$ cat src/rtl/pipelined_barrel_shifter.sv
// Pipelined barrel shifter/rotator: C register stages, stage k applies a 2**k shift.
// Valid/ready flow control with global stall; a tag rides along with each operation.
module pipelined_barrel_shifter #(
  parameter int C  = 4,
  parameter int N  = 2**C,
  parameter int TW = 4
) (
  input  logic          clk,
  input  logic          rst,
  input  logic          in_valid,
  output logic          in_ready,
  input  logic [N-1:0]  In,
  input  logic [C-1:0]  Cnt,
  input  logic [2:0]    Op,
  input  logic [TW-1:0] in_tag,
  output logic          out_valid,
  input  logic          out_ready,
  output logic [N-1:0]  Out,
  output logic [TW-1:0] out_tag
);

  // Handshake: an operation transfers on a rising edge when in_valid && in_ready;
  // a result is consumed on a rising edge when out_valid && out_ready. The whole
  // pipe advances together (in_ready = !out_valid || out_ready) or holds together.

  localparam logic [2:0] OP_ROL = 3'b000;
  localparam logic [2:0] OP_SLL = 3'b001;
  localparam logic [2:0] OP_ROR = 3'b010;
  localparam logic [2:0] OP_SRL = 3'b011;
  localparam logic [2:0] OP_SRA = 3'b100;

  // One stage's worth of work; sh is always a power of two below N.
  function automatic logic [N-1:0] f_stage(input logic [N-1:0] d,
                                           input int unsigned   sh,
                                           input logic [2:0]    op,
                                           input logic          sgn);
    logic [N-1:0] ones;
    ones = '1;
    case (op)
      OP_ROL:  f_stage = (d << sh) | (d >> (N - sh));
      OP_SLL:  f_stage = d << sh;
      OP_ROR:  f_stage = (d >> sh) | (d << (N - sh));
      OP_SRL:  f_stage = d >> sh;
      OP_SRA:  f_stage = (d >> sh) | (sgn ? ~(ones >> sh) : '0);
      default: f_stage = d;
    endcase
  endfunction

  logic [N-1:0]  r_data  [C];
  logic [C-1:0]  r_cnt   [C];
  logic [2:0]    r_op    [C];
  logic [TW-1:0] r_tag   [C];
  logic          r_sign  [C];
  logic          r_valid [C];

  logic w_advance;

  assign w_advance = !r_valid[C-1] || out_ready;
  assign in_ready  = w_advance;
  assign out_valid = r_valid[C-1];
  assign Out       = r_data[C-1];
  assign out_tag   = r_tag[C-1];

  always_ff @(posedge clk or posedge rst) begin
    if (rst) begin
      for (int k = 0; k < C; k++) begin
        r_data[k]  <= '0;
        r_cnt[k]   <= '0;
        r_op[k]    <= '0;
        r_tag[k]   <= '0;
        r_sign[k]  <= 1'b0;
        r_valid[k] <= 1'b0;
      end
    end else if (w_advance) begin
      r_data[0]  <= Cnt[0] ? f_stage(In, 1, Op, In[N-1]) : In;
      r_cnt[0]   <= Cnt;
      r_op[0]    <= Op;
      r_tag[0]   <= in_tag;
      r_sign[0]  <= In[N-1];
      r_valid[0] <= in_valid;
      // The sign of the original operand travels with the op so later SRA stages fill correctly.
      for (int k = 1; k < C; k++) begin
        r_data[k]  <= r_cnt[k-1][k] ?
                      f_stage(r_data[k-1], 32'(1) << k, r_op[k-1], r_sign[k-1]) :
                      r_data[k-1];
        r_cnt[k]   <= r_cnt[k-1];
        r_op[k]    <= r_op[k-1];
        r_tag[k]   <= r_tag[k-1];
        r_sign[k]  <= r_sign[k-1];
        r_valid[k] <= r_valid[k-1];
      end
    end
  end

endmodule
$ cat config.mk
export PLATFORM = sky130hd
export DESIGN_NAME = pipelined_barrel_shifter
export DESIGN_NICKNAME = d
export VERILOG_FILES = /design/src/rtl/pipelined_barrel_shifter.sv
export SDC_FILE = /design/constraint.sdc
export NUM_CORES = 1
export LEC_CHECK = 0
export BUFFER_PORTS_ARGS = -buffer_cell sky130_fd_sc_hd__buf_2
export CAP_MARGIN = 10
export CORE_MARGIN = 2
export CORE_UTILIZATION = 41
export CTS_BUF_LIST = sky130_fd_sc_hd__clkbuf_4 sky130_fd_sc_hd__clkbuf_8 sky130_fd_sc_hd__clkbuf_16
export DETAILED_ROUTE_END_ITERATION = 16
export GPL_ROUTABILITY_DRIVEN = 0
export GPL_TIMING_DRIVEN = 0
export PLACE_DENSITY_LB_ADDON = 0.15
export SYNTH_ARGS = -nofsm -noshare
export SYNTH_HDL_FRONTEND = slang
export SYNTH_SLANG_ARGS = --single-unit
$ cat constraint.sdc
create_clock -name clk -period 6.83 [get_ports clk]
set_input_delay 0 -clock clk [delete_from_list [all_inputs] [get_ports clk]]
set_output_delay 0 -clock clk [all_outputs]
set_load 0.02 [all_outputs]
==> results.cfg, run 1 <==
[detailed_routing]
drcViolationCount = 0
routed.top_layer = met4
drt_iter0_drc = 348
wl_met3_um = 633
drt_pass1_iterations = 5
via_count = 4835
wl_met2_um = 6730
wl_per_cell_um = 16.6
m1WireLength_um = 6450
postRouteAntennaNets = 0
totalWireLength_um = 14200
post_drt_via_cell_ratio = 5.64

[die]
start_util_pct = 42.4
coreArea_um2 = 12700
dieArea_um2 = 14100
ios = 53
die_w_um = 119
die_h_um = 119
rows = 41

[sta]
slew_headroom_pct = 45.8
slew_violations = 0
fin_crit_sh_pct = 26.4
period_needed_ns = 1.80
tns_ns = 0
rsz0062_at_grt = no
timing.fmax_ghz = 0.554
worst_slew_pin_slew_ns = 0.811
setup_violations = 0
hold_viol = 0
fin_skew_ns = 0.00813

[critical_path]
crit_buf_inv = 5
cpLargestDelayFamily = buffers and inverters
r2r_setup_slack_ns = 5.12
end_kind = output pin
crit_fanout = 10
crit_path_cell_trace = nor2b_2 -> buf_6 -> inv_4 -> buf_2 -> buf_2 -> buf_2
cp.arrival_ns = 1.80
rr_endpoint = Out[4]
cp_slowest_cell = dfrtp_1
cp-start-kind = register
crit_required_ns = 6.83
cpPeakStageDelay_ns = 0.38
cpMostUsedCell = buf_2
critPathKind = reg2out
r2r_start = r_cnt[7]
reg2reg_depth = 4

[clock_network]
cts_buffers = 9
clk_pin_slew_ns = 0.07
clockBufferDepth = 2
cts_tree = built
clockRootBuffer = clkbuf_16
ctsResizeCount = 0
clkLatencyLatePin_ns = 0.35
cts.htree.levels = 3
clock-sinks = 102

[global_route]
grt_usage_pct = 20.5
grt_pass1_vias = 4678
grt_max_degree = 57
grt_pass1_wl_um = 23400
grt_overflow = 0
grt_antenna_before_repair = 0

[synth]
synthXorXnorAreaFrac_pct = 0
synth_top_area_share_pct = 47.3
synth_compound_area_share_pct = 28.3
yosys-top-cells-area = dfrtp_1 47%, nand2_1 9.4%, o21ai_0 3.4%
netlist.top_cell.by_area = dfrtp_1
yosysSeqAreaShare_pct = 47.3
synth_edf_count = 0
netlist_top_cells_count = 135 x nand2_1, 102 x dfrtp_1, 37 x o21ai_0
netlist_area_um2 = 5400
synth-main-ff-cell = dfrtp_1
postSynth.asyncResetShare_pct = 100
synth_fp_nets = 623
synth.ff_latch_count = 102
synthSimpleGateAreaFrac_pct = 15.7
synth_warnings = 0
synth_area_per_cell_um2 = 9.12
synth_top_family_by_area = compound AO/OA/AOI/OAI gates
muxShareOfSynthArea_pct = 0.580
synth.distinct_cells = 44
synth_most_common_cell = nand2_1
syn_inst = 592
synthAdderAreaFrac_pct = 0

[status]
status = completed

[power]
leakage_nw = 2.81
switching_share_pct = 42.0
power_frac_clock_pct = 16.9
seqPwrFrac_pct = 39.2
power_mw = 2.92
ir_drop_mv = 0.156
power_switching_mw = 1.23
internal-power_mw = 1.70
p_comb_share_pct = 43.9
powerDensity_nw_per_um2 = 454

[layout]
fin_util_pct = 50.6
fin_nets = 711
diodes = 0
layout-drive-gt1-share_pct = 22.2
area_delta_synth_final_pct = 19.2

[placement]
io_buffers = 51
post-dp-hpwl_um = 10400

[hold_path]
hold_depth = 3
holdCritStartpoint = Cnt[0]
min_path_type = in2reg
min_to = r_data[63]

[flow_run]
timing.max_cap.violations = 0
==> what timing repair did <==
action,4_1_cts,5_1_grt
buffers inserted,0,0
endpoints found under the setup margin,0,0
endpoints found under the hold margin,70,0
hold buffers,25,0
==> power groups by stage <==
stage	clock [mW]	sequential [mW]	combinational, mW
finish	0.494	1.15	1.28
global route	0.523	1.18	1.43
CTS	0.500	1.14	1.28
detailed placement	0	1.15	1.27
global placement	0	1.14	1.24
floorplan	0	1.04	0.988
==> metrics by stage <==
stage	worst slack, ns	hold slack (ns)	instances	cell area, µm²
final	5.03	0.0692	857	6430
after global routing	4.92	0.0725	857	6430
after CTS	5.01	0.0575	857	6430
after detailed placement	5.15	0.121	816	5900
after global placement	3.04	0.199	815	5870
after floorplan	4.15	0.112	592	5400
==> cell usage in the layout (no fill, tap or decap), types with 3 or more instances in the layout <==
cell,count
a211oi_1,14
a21oi_1,29
a221o_1,14
a221oi_1,13
a221oi_2,9
and2_1,3
buf_1,3
buf_2,76
buf_4,23
buf_6,3
clkbuf_1,17
clkbuf_16,9
dfrtp_1,102
dlygate4sd3_1,25
inv_1,5
nand2_1,135
nand2b_1,9
nand3b_1,5
nor2_1,30
nor2b_1,4
nor3_1,7
o211ai_1,9
o21a_1,9
o21ai_0,37
o21ai_1,10
o221a_2,13
o22a_1,3
o22ai_1,29
o311ai_1,3
o32ai_1,7
==> metal layers <==
metal  GRT usage, %  vias up
li1               -     2315
met1           26.2     2328
met2           35.0      154
met3           2.27       38
met4           9.15        0
met5              0        -
==> worst max path at each step <==
stage / start / end / depth (start not counted)
floorplan: rst / Out[0] / 1
global placement: rst / r_tag[15] / 2
detailed placement: r_cnt[7] / Out[4] / 4
CTS: out_valid / in_ready / 6
global route: out_valid / in_ready / 6
finish: out_valid / in_ready / 6
==> layout make-up <==
| class | instances | area, µm² |
|---|---|---|
| Fill cell | 1305 | 6290 |
| Sequential cell | 102 | 2550 |
| Multi-Input combinational cell | 411 | 2410 |
| Timing Repair Buffer | 77 | 533 |
| Buffer | 71 | 407 |
| Clock buffer | 10 | 239 |
| Tap cell | 172 | 215 |
| Clock inverter | 6 | 46.3 |
| Inverter | 8 | 35.0 |
==> state kept, by name, indices dropped and copies added (netlist names) <==
| name | cells |
|---|---|
| Out | 16 |
| out_tag | 4 |
| out_valid | 1 |
| r_cnt | 6 |
| r_data | 48 |
| r_op | 9 |
| r_sign | 3 |
| r_tag | 12 |
| r_valid | 3 |
==> tightest hold or removal path, stage by stage <==
cell     delay, ns
buf_2         0.13
a31o_2        0.17
o21ai_0       0.07
==> logic make-up after synthesis <==
family / Yosys count
simple gates: 199
mux: 3
buf+inv: 79
compound gates: 209
flops: 102
(Power assumes the default switching activity.)
==> inputs of run 2 (changes only) <==
- clock period: 6.83 -> 1.5 ns (I/O delays scaled with it)
==> run 2 against run 1 <==
The run now ends with negative setup slack left. Clock skew decreased by 0.0029 ns. Non-clock buffer count increased by 2. Utilization increased by 1.9 points. First-iteration DRC count increased by 3.7%. Via count decreased by 1.2%. Sequential power increased to 4.6 times the previous value. Die area unchanged. Hold slack about the same. Clock power increased to 4.7 times the previous value. Cell count increased by 0.23%.
==> results.cfg, run 2 (synthesis results as in run 1) <==
[power]
switching_share_pct = 41.5
internal-power_mw = 8.15
seqPwrFrac_pct = 38.0
p_comb_share_pct = 45.5
leakage_nw = 2.92
ir_drop_mv = 0.704
power_frac_clock_pct = 16.5
power_switching_mw = 5.78
power_mw = 13.9
powerDensity_nw_per_um2 = 2090

[layout]
final_common_cell = nand2_1
fill_cells = 1230
diodes = 0
finalInstanceArea_um2 = 6680
fin_util_pct = 52.5
layout-drive-gt1-share_pct = 28.1
largest_reg_flops = 48
area_delta_synth_final_pct = 23.7
top_register = r_data
fin_nets = 713
layout_common_cells = 134 x nand2_1, 101 x dfrtp_1, 69 x buf_2

[sta]
whs_ns = 0.0692
worst_slew_pin_slew_ns = 0.687
hold_viol = 0
rsz0062_at_grt = yes
slew_violations = 0
slew_headroom_pct = 54.1
period_needed_ns = 1.51
fin_skew_ns = 0.00521
timing.fmax_ghz = 0.662
fin_ws_ns = -0.00989
fin_crit_sh_pct = 101
setup_violations = 2
tns_ns = -0.0160

[critical_path]
r2r_start = r_op[9]
crit_fanout = 8
crit_required_ns = 1.73
cpPeakStageDelay_ns = 0.44
cp_slowest_cell = dfrtp_2
end_kind = register
startpoint = r_op[9]
cp-start-kind = register
cp-endpoint = r_data[34]
rr_endpoint = r_data[34]
cp.arrival_ns = 1.74
critPathKind = reg2reg
r2r_setup_slack_ns = -0.01
crit_path_cell_trace = nand2b_1 -> buf_2 -> mux2_4 -> o32ai_2 -> a21oi_1
reg2reg_depth = 5

[detailed_routing]
postRouteAntennaNets = 0
drt_pass1_iterations = 4
post_drt_via_cell_ratio = 5.56
drcViolationCount = 0
wl_per_cell_um = 16.9
totalWireLength_um = 14500
via_count = 4776
drt_iter0_drc = 361

[global_route]
grt_overflow = 0
grt_pass1_wl_um = 23900
grt_antenna_before_repair = 0
grt_max_degree = 44
grt_pass1_vias = 4741
grt_usage_pct = 20.8

[status]
status = complete, but fails checks
violations = negative setup slack

[clock_network]
clkLatencyLatePin_ns = 0.35
cts.htree.levels = 3
clockRootBuffer = clkbuf_16
cts_buffers = 9
clk_pin_slew_ns = 0.07
clockBufferDepth = 2
clock-sinks = 102
cts_tree = built

[die]
die_h_um = 119
ios = 53
rows = 41
die_w_um = 119
dieArea_um2 = 14100
start_util_pct = 42.4
coreArea_um2 = 12700

[placement]
dpl-instance-area_um2 = 5910
post-dp-hpwl_um = 10500
io_buffers = 51

[flow_run]
timing.max_cap.violations = 0

[hold_path]
min_path_type = in2reg
==> run 2: cell types whose count changed in the layout (fill, tap and decap cells not counted), moves of 6 or more <==
| cell | previous run | this run |
|---|---|---|
| clkbuf_1 | 17 | 3 |
| o32ai_1 | 7 | 1 |
| clkbuf_2 | 0 | 12 |
| a221oi_2 | 9 | 17 |
| buf_2 | 76 | 69 |
| a221oi_1 | 13 | 5 |
==> run 2: how the worst min path moves through the flow <==
stage | start | to | slack (ns) | cells after the start
floorplan | Cnt[2] | r_cnt[14] | 0.11 | 2
global placement | in_tag[0] | r_tag[12] | 0.20 | 3
detailed placement | rst | Out[4] | 0.14 | 2
CTS | In[0] | r_data[48] | 0.06 | 3
global route | In[0] | r_data[48] | 0.08 | 3
finish | Cnt[0] | r_data[63] | 0.07 | 3
==> run 2: layout make-up <==
type,count,area [µm²],share of cell area [%]
inverter,8,38.8,0.581
buffer,68,452,6.77
sequential,102,2550,38.3
clock inverter,7,65.1,0.975
clock buffer,9,225,3.37
multi-input combinational,411,2540,38.1
tap,172,215,3.22
timing repair buffer,82,582,8.72
==> run 2: repair_timing <==
action	in CTS	in global routing
pin swaps	0	1
gates resized for setup	18	49
hold endpoints to repair	52	0
endpoints found under the setup margin	64	62
setup buffers	0	4
cloned	0	0
hold buffers	25	0
==> run 2: power groups by stage <==
stage	clock (mW)	sequential, mW	combinational (mW)
after floorplan	0	4.76	4.50
after global placement	0	5.18	5.64
after detailed placement	0	5.23	5.75
after CTS	2.34	5.21	5.94
after global routing	2.45	5.43	6.98
final	2.30	5.30	6.34
==> run 2: worst max-delay path: cells and delay by family, from the launching register on <==
family                 cells  cell delay, ns
buffers and inverters      1            0.16
AOI/OAI and AO/OA          2            0.27
and+or+nand+nor            1            0.15
muxes                      1            0.36
DFF                        1            0.44
==> run 2: per-stage QoR <==
step,cells,worst slack [ns]
after floorplan,592,0.0129
after global placement,815,-0.362
after detailed placement,817,-0.145
after CTS,856,-0.0744
after global routing,859,-0.0632
final,859,-0.00989
==> run 2: layer usage <==
metal / wire length [µm] / share of wire (%) / vias to the layer above / GRT usage, %
met1: 6590 / 45 / 2281 / 26.7
met3: 516 / 3.6 / 33 / 2.41
li1: - / - / 2332 / -
met2: 7000 / 48 / 130 / 34.9
met5: 0 / 0 / - / 0
met4: 387 / 2.7 / 0 / 10.0
==> inputs of run 3 (changes only) <==
- ABC_AREA: not set -> 1
==> run 3 against run 2 <==
The flow now finishes without violations. Cell count rose by 24%. Hold slack worse by 0.055 ns. Register-to-register slack improved by 0.098 ns. Critical path type unchanged. Highest routed layer unchanged.
==> results.cfg, run 3 <==
[status]
status = completed

[die]
die_h_um = 121
ios = 53
die_w_um = 121
coreArea_um2 = 13200
rows = 42
dieArea_um2 = 14500
start_util_pct = 42.1

[global_route]
grt_pass1_vias = 5100
grt_usage_pct = 20.3
grt_pass1_wl_um = 23600
grt_max_degree = 43
grt_antenna_before_repair = 0
grt_overflow = 0

[sta]
slew_violations = 0
hold_viol = 0
setup_violations = 0
slew_headroom_pct = 50.5
fin_crit_sh_pct = 94.1
period_needed_ns = 1.41
fin_ws_ns = 0.0879
worst_slew_pin_slew_ns = 0.741
fin_skew_ns = 0.00791
timing.fmax_ghz = 0.708
tns_ns = 0

[clock_network]
clock-sinks = 102
clockBufferDepth = 2
cts_tree = built
clk_pin_slew_ns = 0.07
clockRootBuffer = clkbuf_16
cts_buffers = 9
clkLatencyLatePin_ns = 0.34
cts.htree.levels = 3

[detailed_routing]
drt_pass1_iterations = 5
post_drt_via_cell_ratio = 4.82
totalWireLength_um = 14100
wl_per_cell_um = 13.2
drcViolationCount = 0
via_count = 5134
drt_iter0_drc = 301
postRouteAntennaNets = 0

[layout]
layout_common_cells = 320 x nand2_1, 102 x dfrtp_1, 100 x nor2_1
largest_reg_flops = 48
top_register = r_data
area_delta_synth_final_pct = 20.0
layout-drive-gt1-share_pct = 17.1
diodes = 0
final_common_cell = nand2_1
fin_nets = 915
fill_cells = 1342

[critical_path]
r2r_setup_slack_ns = 0.09
cp-endpoint = r_data[21]
cp-start-kind = register
rr_endpoint = r_data[21]
crit_fanout = 10
startpoint = r_op[7]
r2r_start = r_op[7]
critPathKind = reg2reg
cp.arrival_ns = 1.69
crit_required_ns = 1.78
reg2reg_depth = 9
end_kind = register

[synth]
synth.ff_latch_count = 102
synth_warnings = 0
synth_edf_count = 0
postSynth.asyncResetShare_pct = 100
netlist_top_cells_count = 322 x nand2_1, 103 x nor2_1, 102 x dfrtp_1
netlist.top_cell.by_area = dfrtp_1
syn_inst = 792
yosysSeqAreaShare_pct = 45.8
synth_fp_nets = 823
synth_most_common_cell = nand2_1
synth.distinct_cells = 25
synth-main-ff-cell = dfrtp_1
synth_top_area_share_pct = 45.8
yosys-top-cells-area = dfrtp_1 46%, nand2_1 22%, nor2_1 6.9%
synth_area_per_cell_um2 = 7.03
netlist_area_um2 = 5570

[power]
power_mw = 13.8
ir_drop_mv = 0.899
powerDensity_nw_per_um2 = 2070
leakage_nw = 3.48

[placement]
place_ws_ns = -0.0363
post-dp-hpwl_um = 10600
io_buffers = 52

[hold_path]
min_path_type = in2reg
hold_depth = 5

[flow_run]
timing.max_cap.violations = 0
## run 3: cell count changes in the layout (fill, tap and decap cells not counted), moves of 17 or more
cell and delta:
nand3_1 +51, inv_1 +50, a221oi_2 -17, nand2_1 +186, nor2_1 +71, o22ai_1 -29
## run 3: metrics by stage
step / std cells / hold WS, ns / utilization [%] / instance area [µm²]
after CTS: 1060 / 0.00411 / 50.0 / 6620
final: 1065 / 0.0145 / 50.5 / 6690
after detailed placement: 1022 / 0.160 / 46.0 / 6100
after floorplan: 792 / 0.121 / - / 5580
after global placement: 1020 / 0.210 / 45.7 / 6060
after global routing: 1065 / 0.0317 / 50.5 / 6690
## run 3: layout make-up
cell class,instances,area [µm²],area share (%)
plain buffers,55,383,5.72
repair buffers,80,551,8.23
inverters,61,246,3.69
clock inverters,7,73.8,1.10
multi-input cells,575,2440,36.4
well taps,176,220,3.29
flip-flops and latches,102,2550,38.2
clock buffers,9,225,3.37
## run 3: worst min path at each step
stage / endpoint / slack [ns] / from
after global placement: r_tag[12] / 0.21 / in_tag[0]
final: r_data[51] / 0.01 / In[3]
after global routing: r_data[49] / 0.03 / In[1]
after floorplan: r_cnt[13] / 0.12 / Cnt[1]
after detailed placement: out_tag[3] / 0.16 / rst
after CTS: r_data[51] / 0.004 / In[3]
## run 3: cell families (layout without fill, tap and decap cells)
kind of cell	Yosys count	in the layout	synth area share (%)
buf+inv	116	212	10.9
compound gates	83	83	7.79
simple gates	491	492	35.5
flops	102	102	45.8
## run 3: critical path: stages, from the launching register on
cell	delay, ns
dfrtp_1	0.39
buf_6	0.15
nor2_4	0.12
nand2_1	0.10
nand2_2	0.12
buf_4	0.18
nand2_1	0.06
nand3_1	0.10
nand2_1	0.08
nand2_1	0.06
## run 3: repair_timing
action / in CTS / in global routing
setup endpoints to repair: 14 / 99
gates resized for setup: 1 / 30
gates cloned: 0 / 1
setup buffers: 0 / 4
hold endpoints to repair: 53 / 0
hold buffers: 22 / 0
pin swaps: 0 / 1
## run 3: metal layers
metal,part of all wire [%],track usage (%)
met2,48,34.5
met4,3.5,8.50
met5,0,0
met3,3.7,3.35
met1,45,25.6
## run 3: where the power goes
group / leakage [nW] / total (mW) / internal (mW) / switching, mW
clock: 0.134 / 2.31 / 1.30 / 1.01
sequential: 1.22 / 5.10 / 4.01 / 1.09
combinational: 2.12 / 6.40 / 2.50 / 3.91
total: 3.48 / 13.8 / 7.80 / 6.01
